<file path="src/rtl/mulpoly_recombine.sv">
// Rebuilds N = Q*D + R mod modu into an external read-modify-write N memory (MULPOLY_ZERO_SKIP_EN skips zero Q terms).
// Latency 2*(MAX_DEG+1) + 30*(degQ+1)*(degD+1) + 1 cycles start to recomb_done; start is ignored while busy.
// No backpressure: memories answer in exactly one cycle, one N write per cycle at most.
module mulpoly_recombine #(
  parameter int MAX_DEG  = 676,
  parameter int RED_BITS = 26
) (
  input  logic        clk,
  input  logic        rst_n,
  input  logic        start,
  input  logic [11:0] modu,
  input  logic [10:0] degQ,
  input  logic [10:0] degD,
  output logic [10:0] mem_address_oQ,
  input  logic [12:0] mem_outputQ,
  output logic [10:0] mem_address_oD,
  input  logic [12:0] mem_outputD,
  output logic [10:0] mem_address_oR,
  input  logic [12:0] mem_outputR,
  output logic [10:0] mem_address_oN,
  input  logic [12:0] mem_outputN,
  output logic [10:0] mem_address_iN,
  output logic [12:0] mem_inputN,
  output logic        write_enableN,
  output logic [10:0] degN,
  output logic        busy,
  output logic        recomb_done,
  output logic        recomb_err
);

  localparam logic [10:0] LAST_K   = 11'(MAX_DEG);
  localparam logic [4:0]  LAST_RED = 5'(RED_BITS - 1);

  typedef enum logic [3:0] {
    S_IDLE, S_INIT_RD, S_INIT_WR, S_QF, S_RD, S_WT, S_MUL, S_RED, S_WR, S_DONE
  } state_t;

`ifdef MULPOLY_ZERO_SKIP_EN
  localparam state_t MAC_ENTRY = S_QF;
`else
  localparam state_t MAC_ENTRY = S_RD;
`endif

  state_t state, stateNext;

  logic [11:0]         modR;
  logic [10:0]         degQr, degDr, k, i, j;
  logic [12:0]         opQ, opD, opN, rem;
  logic [RED_BITS-1:0] x;
  logic [4:0]          redCnt;
  logic [11:0]         degSum;
  logic [12:0]         remShift, remRed;
  logic                startBad, lastI, lastJ, zeroQ, advI;

  assign degSum   = {1'b0, degQ} + {1'b0, degD};
  assign startBad = (degSum > 12'(MAX_DEG)) || (modu < 12'd2);
  assign lastI    = (i == degQr);
  assign lastJ    = (j == degDr);
  // One restoring step: bring in the next dividend bit, subtract modu if it fits.
  assign remShift = {rem[11:0], x[RED_BITS-1]};
  assign remRed   = (remShift >= {1'b0, modR}) ? remShift - {1'b0, modR} : remShift;

`ifdef MULPOLY_ZERO_SKIP_EN
  // Q[i] was addressed in S_QF, so it is on the bus during the j=0 read cycle.
  assign zeroQ = (state == S_RD) && (j == '0) && (mem_outputQ == '0);
`else
  assign zeroQ = 1'b0;
`endif

  assign advI = ((state == S_RD) && zeroQ && !lastI) ||
                ((state == S_WR) && lastJ && !lastI);

  always_ff @(posedge clk or negedge rst_n) begin
    if (!rst_n) state <= S_IDLE;
    else        state <= stateNext;
  end

  always_comb begin
    stateNext      = state;
    recomb_done    = 1'b0;
    write_enableN  = 1'b0;
    mem_address_iN = '0;
    mem_inputN     = '0;
    case (state)
      S_IDLE: begin
        if (start) begin
          if (startBad) stateNext = S_DONE;
          else          stateNext = S_INIT_RD;
        end
      end
      S_INIT_RD: stateNext = S_INIT_WR;
      S_INIT_WR: begin
        write_enableN  = 1'b1;
        mem_address_iN = k;
        mem_inputN     = (k < degDr) ? mem_outputR : '0;
        if (k == LAST_K) stateNext = MAC_ENTRY;
        else             stateNext = S_INIT_RD;
      end
      S_QF: stateNext = S_RD;
      S_RD: begin
        if (zeroQ) begin
          if (lastI) stateNext = S_DONE;
          else       stateNext = S_QF;
        end else begin
          stateNext = S_WT;
        end
      end
      S_WT:  stateNext = S_MUL;
      S_MUL: stateNext = S_RED;
      S_RED: if (redCnt == LAST_RED) stateNext = S_WR;
      S_WR: begin
        write_enableN  = 1'b1;
        mem_address_iN = i + j;
        mem_inputN     = rem;
        if (!lastJ)     stateNext = S_RD;
        else if (lastI) stateNext = S_DONE;
        else            stateNext = MAC_ENTRY;
      end
      S_DONE: begin
        recomb_done = 1'b1;
        stateNext   = S_IDLE;
      end
      default: stateNext = S_IDLE;
    endcase
    busy = (state != S_IDLE) && (state != S_DONE);
  end

  always_ff @(posedge clk or negedge rst_n) begin
    if (!rst_n) begin
      modR           <= '0;
      degQr          <= '0;
      degDr          <= '0;
      k              <= '0;
      i              <= '0;
      j              <= '0;
      opQ            <= '0;
      opD            <= '0;
      opN            <= '0;
      rem            <= '0;
      x              <= '0;
      redCnt         <= '0;
      degN           <= '0;
      recomb_err     <= 1'b0;
      mem_address_oQ <= '0;
      mem_address_oD <= '0;
      mem_address_oR <= '0;
      mem_address_oN <= '0;
    end else begin
      case (state)
        S_IDLE: begin
          if (start) begin
            modR       <= modu;
            degQr      <= degQ;
            degDr      <= degD;
            recomb_err <= startBad;
            degN       <= '0;
            k          <= '0;
            if (!startBad && degD != '0) mem_address_oR <= '0;
          end
        end
        S_INIT_WR: begin
          k <= k + 11'd1;
          if (k != LAST_K && (k + 11'd1) < degDr) mem_address_oR <= k + 11'd1;
          if (k == LAST_K) begin
            i              <= '0;
            j              <= '0;
            mem_address_oQ <= '0;
            mem_address_oD <= '0;
            mem_address_oN <= '0;
          end
        end
        S_WT: begin
          opQ <= mem_outputQ;
          opD <= mem_outputD;
          opN <= mem_outputN;
        end
        S_MUL: begin
          x      <= RED_BITS'(opN) + RED_BITS'(opQ) * RED_BITS'(opD);
          rem    <= '0;
          redCnt <= '0;
        end
        S_RED: begin
          rem    <= remRed;
          x      <= {x[RED_BITS-2:0], 1'b0};
          redCnt <= redCnt + 5'd1;
        end
        S_WR: begin
          if (!lastJ) begin
            j              <= j + 11'd1;
            mem_address_oD <= j + 11'd1;
            mem_address_oN <= i + j + 11'd1;
          end
        end
        default: ;
      endcase
      if (advI) begin
        i              <= i + 11'd1;
        j              <= '0;
        mem_address_oQ <= i + 11'd1;
        mem_address_oD <= '0;
        mem_address_oN <= i + 11'd1;
      end
      if (stateNext == S_DONE && state != S_IDLE) degN <= degQr + degDr;
    end
  end

endmodule

</file>
<file path="config.mk">
export PLATFORM = sky130hd
export DESIGN_NAME = mulpoly_recombine
export DESIGN_NICKNAME = d
export VERILOG_FILES = /design/src/rtl/mulpoly_recombine.sv
export SDC_FILE = /design/constraint.sdc
export NUM_CORES = 1
export LEC_CHECK = 0
export CAP_MARGIN = 10
export CORE_MARGIN = 3
export CORE_UTILIZATION = 40
export DETAILED_ROUTE_END_ITERATION = 10
export GPL_TIMING_DRIVEN = 0
export PLACE_DENSITY = 0.62
export SETUP_SLACK_MARGIN = 0.4
export SYNTH_ARGS = -nofsm -noshare
export SYNTH_HDL_FRONTEND = slang
export SYNTH_SLANG_ARGS = --single-unit
</file>
<file path="constraint.sdc">
create_clock -name clk -period 8.8 [get_ports clk]
set_input_delay 1.32 -clock clk [delete_from_list [all_inputs] [get_ports clk]]
set_output_delay 1.32 -clock clk [all_outputs]
set_load 0.05 [all_outputs]
</file>
# Yosys cells after proc, flatten, opt, wreduce, memory -nomap -nowiden
# Index checks and enable logic that the tools add are counted.
classes:
  addsub: 10
  multipliers: 1
  n_div: 0
  order_cmp: 5
  n_eq_ne: 21
  shifts: 0
  mux: 33
  bitwise: 0
  n_reduce_logical: 26
ops:
  columns: ["op", "count"]
  rows:
  - ["2-to-1 mux 11 bit", 13]
  - ["case mux 11 bit (2 select lines)", 5]
  - ["case mux 13 bit (2 select lines)", 2]
  - ["case mux 26 bit (2 select lines)", 1]
  - ["adder 11 x 1 -> 11 bit, second input constant", 4]
  - ["case mux 4 bit (9 select lines)", 1]
  - ["adder 13 x 26 -> 26 bit", 1]
  - ["multiplier 13 x 13 -> 26 bit", 1]
  - ["2-to-1 mux 13 bit", 2]
  - ["adder 11 bit", 2]
  - ["== test 11 bit", 2]
  - ["< comparator 11 bit", 2]
  - ["2-to-1 mux 4 bit", 5]
  - ["== test 4 x 3 -> 1 bit, second input constant", 4]
  - ["greater-or-equal comparator 13 x 12 -> 1 bit", 1]
  - ["subtractor 13 x 12 -> 13 bit", 1]
  - ["adder 11 x 11 -> 12 bit", 1]
  - ["== test 4 bit, second input constant", 3]
  - ["greater-than comparator 12 x 10 -> 1 bit, second input constant", 1]
  - ["< comparator 12 x 2 -> 1 bit, second input constant", 1]
  - ["nonzero test 2 bit", 6]
  - ["== test 11 x 10 -> 1 bit, second input constant", 1]
  - ["inequality test 11 x 10 -> 1 bit, second input constant", 1]
  - ["nonzero test 11 bit", 1]
  - ["other kinds (20)", 34]
word_totals:
  reg_bits: 188
  latchBits: 0
  mem_bits_rw: 0
  mem_bits_ro: 0
  input_bits: 89
  out_inout_bits: 83
  memories: 0

# Longest topological paths before layout
logic_depth:
  word_depth: 10
  ltp_mapped: 23

# Worst setup path before layout
# Ideal clock, no wire load.
synth_path:
  path_kind: "register -> register"
  startpoint: "register opQ[5]"
  endpoint: "register x[25]"
  setup_time_ps: 69
  arrival_ps: 5783
  path_slack_ps: 2949
  stages_incl_launch_ff: 23
  path_buffers: 1
  cell_sequence: "dfrtp_1 clkbuf_1 and2_1 fa_1 inv_1 fa_1 inv_1 fa_1 inv_1 fa_1 inv_1 fa_1 inv_1 fa_1 inv_1 ha_1 and4_1 nand4b_1 a21oi_1 o31ai_1 a211o_1 or4b_1 nand3_1"
synth_via:
  elab_chain_len: 3
synth_lines:
  columns: ["item", "line_no", "text"]
  rows:
  - ["start, declared", "48", "logic [12:0] opQ, opD, opN, rem;"]
  - ["start signal, assigned", "173", "opQ <= mem_outputQ;"]
  - ["multiplier 13 x 13 -> 26 bit", "178", "x <= RED_BITS'(opN) + RED_BITS'(opQ) * RED_BITS'(opD);"]
  - ["adder 13 x 26 -> 26 bit", "178", null]
  - ["case mux 26 bit (2 select lines)", "149", "case (state)"]
  - ["end signal, assigned", "178", null]
  - ["end signal, assigned", "184", "x <= {x[RED_BITS-2:0], 1'b0};"]
  - ["end, declared", "49", "logic [RED_BITS-1:0] x;"]
# Every way passes these cells.
# A chain may end at the register's enable or synchronous reset.

# Worst setup path after layout
layout_path:
  startpoint: "register opQ[4]"
  endpoint: "register x[24]"
# Same word-level chain as after synthesis.

==> key figures <==
Status
  – Status: finished clean

STA
  – TNS Setup: 0 ns
  – Worst Tran Pin Value: between 1 and 1.5 ns
  – Final min period: approximately 6.7 ns
  – Final setup vio count: 0
  – Max-slew violation count: 0
  – Slew HR: 0.181
  – Fmax: 149 MHz
  – RSZ-0062 raised after global routing: no
  – Min Hold Slack: between 0.4 and 0.5 ns
  – Final count of hold timing violations: 0
  – Post-Route Skew: ~0.016 ns
  – Setup ws final: about 2.1 ns
  – Final period utilization: 0.760

Logic synthesis
  – Syn avg cell area: 8.97 sq um
  – Post-Syn Nets: 2327
  – Yosys top cell by area: dfrtp_1
  – Ys async rst share: 1.00
  – Ys Warns: 0
  – Synthesized area: 17400 sq um
  – Post-synth top area share: 0.270
  – Sequential area share after synthesis: 0.270
  – Number of synthesized flops with an enable pin: 0
  – Yosys reg bits: between 150 and 200
  – Main synth FF type: dfrtp_1
  – Yosys cell types: 69
  – Post-Syn Instances: 1944
  – Dominant cells by area after synthesis: dfrtp_1 (27%), fa_1 (15%), ha_1 (11%)

Routing
  – Routed length per instance: between 15 and 20 microns
  – Initial DRC Count: 1233
  – Vias per inst: between 5 and 6
  – Routed wire length: ~49000 microns
  – Post-route DRC: 0
  – Post-DRT Antenna Nets: 0
  – Via count: about 15000
  – DRT Pass-1 Iters: 5

Global route
  – Largest net degree at the start of global routing: 110
  – GR Overflow Total: 0
  – Initial antenna violation count: 0
  – Vias in the first global route: ~15000
  – GRT Resource Usage Total: 0.213
  – Global-route wire length before repair: approximately 79000 microns

Clock network
  – # hold bufs at CTS: 0
  – Clock transition at the registers of the reported paths: roughly 0.08 ns
  – Clock Path Buffers: 2
  – Post-CTS Resized: 0
  – Post-CTS setup buffer count: 0
  – Clk_lat worst skew: 0.46 ns
  – CTS tree: done
  – H-tree Lvls: 4
  – CTS Buf Count: 17
  – Root Driver: clkbuf_16
  – Clock sinks: around 190

Die
  – DIE WIDTH: 215 microns
  – Die height: approximately 210 microns
  – Die ar.: approximately 46000 sq um
  – Initial Util: 0.410
  – Core Region: between 40000 and 50000 sq um
  – I/O Pins: 172
  – Site Rows: 75

Run
  – Max Cap Violations: 0

Setup path
  – Startpoint types: flip-flop
  – Max Fanout on Critical Path: 10
  – WS Path Type: flip-flop to flip-flop
  – Worst Path Required: 9.13 ns
  – Crit. End Element: flip-flop
  – CP Data Arrival Time: around 7.0 ns

Cells and area
  – Fillers: ~4100
  – Share of cells above drive strength 1: 0.0405
  – Number of diodes: 0
  – Area delta synth->final: 17.7%
  – Layout Nets: between 2000 and 3000

Hold path
  – Hold WC Path Type: flip-flop to flip-flop

Place
  – RD Place Congestion: 0.897
  – Hpwl dp: a little under 40000 microns
  – Post-place setup slack: about 2.2 ns
  – IO buf count: between 150 and 200
## synth_stat cells, types with 7 or more instances
master      n
clkbuf_1   76
mux2_2     31
nor3_1     32
or3_1       9
a211oi_1   14
o21ai_0   154
ha_1      160
nand3_1    55
xor2_1     53
a21o_1     32
nand2_1   265
inv_1     205
buf_1       9
a21oi_1    54
nand4_1     7
a22o_1     13
and2_1     89
nand3b_1   14
a31oi_1    11
nor4_1     11
and3_1     25
o31ai_1     8
o21a_1     12
mux2i_1    22
nand2b_1   14
xnor2_1    42
fa_1      134
nor2_1     94
nor2b_1    11
a32oi_1    14
dfrtp_1   188
## cells by family after synthesis
family,after synthesis,synth area share
XOR/XNOR,95,0.0477
flip-flops,188,0.270
buffers and inverters,290,0.0624
AND/OR/NAND/NOR,649,0.179
multiplexers,58,0.0369
adder cells (fa/ha/maj),294,0.269
AO/OA/AOI/OAI,370,0.136
## final timing paths
path                       slack, ns  cells after the start           endpoint   start
min in group asynchronous       0.81                      1            degN[8]   rst_n
max reg2reg                     2.11                     21              x[24]  opQ[4]
max in group asynchronous       6.98                      2  mem_address_oR[0]   rst_n
min reg2reg                     0.49                      2              x[20]   x[20]
max                             2.11                     21              x[24]  opQ[4]
min                             0.49                      2              x[20]   x[20]
## sequential cells by signal, indices dropped and copies added (netlist names), 12 cells and up
signal / count
x: 26
opQ: 13
modR: 12
rem: 13
opN: 13
opD: 13
## per-stage QoR
stage	cells	utilization	instance area, sq um
3_5_place_dp	2693	0.468	19900
4_1_cts	2725	0.483	20500
5_1_grt	2725	0.483	20500
2_1_floorplan	1944	-	17400
6_report	2725	0.483	20500
3_3_place_gp	2692	0.468	19900
## placed cells by master, fill, tap and decap left out, drive strengths merged, types with 32 or more instances in the layout
master and count:
a21o 34, a21oi 54, and2 89, clkbuf 94, clkdlybuf4s50 170, dfrtp 188
fa 134, ha 160, inv 211, mux2 36, nand2 265, nand3 55
nor2 94, nor3 32, o21ai 156, xnor2 42, xor2 53
## per-layer routing
metal | GRT usage | wire length, microns | vias up
met2 | 0.348 | 23400 | 381
met4 | 0.0637 | 1270 | 0
li1 | - | - | 6944
met1 | 0.293 | 22200 | 7258
met3 | 0.0338 | 2310 | 69
met5 | 0 | 0 | -
## cell type report
class	instances	area, sq um	share of cell area
repair buffers	172	1740	0.0850
well taps	577	722	0.0352
flip-flops and latches	188	4700	0.229
multi-input cells	1466	11600	0.567
clock buffers	18	439	0.0214
inverters	205	769	0.0375
clock inverters	14	180	0.00878
plain buffers	85	319	0.0155
## critical path, cell delays in order, from the launching register on
cell       delay (ns)
dfrtp_1          0.42
clkbuf_1         0.31
and2_1           0.26
fa_1             0.53
inv_1            0.05
fa_1             0.53
inv_1            0.05
fa_1             0.46
ha_1             0.33
fa_1             0.53
inv_1            0.05
fa_1             0.49
inv_1            0.04
ha_1             0.33
a2111oi_0        0.44
o21ai_0          0.28
a31oi_1          0.47
o21ai_0          0.27
a21oi_1          0.29
o21ai_0          0.16
mux2i_1          0.20
nand3_1          0.09
Power is not shown: default switching activity piles up to over one toggle a cycle in this logic, so the estimate is an artifact.
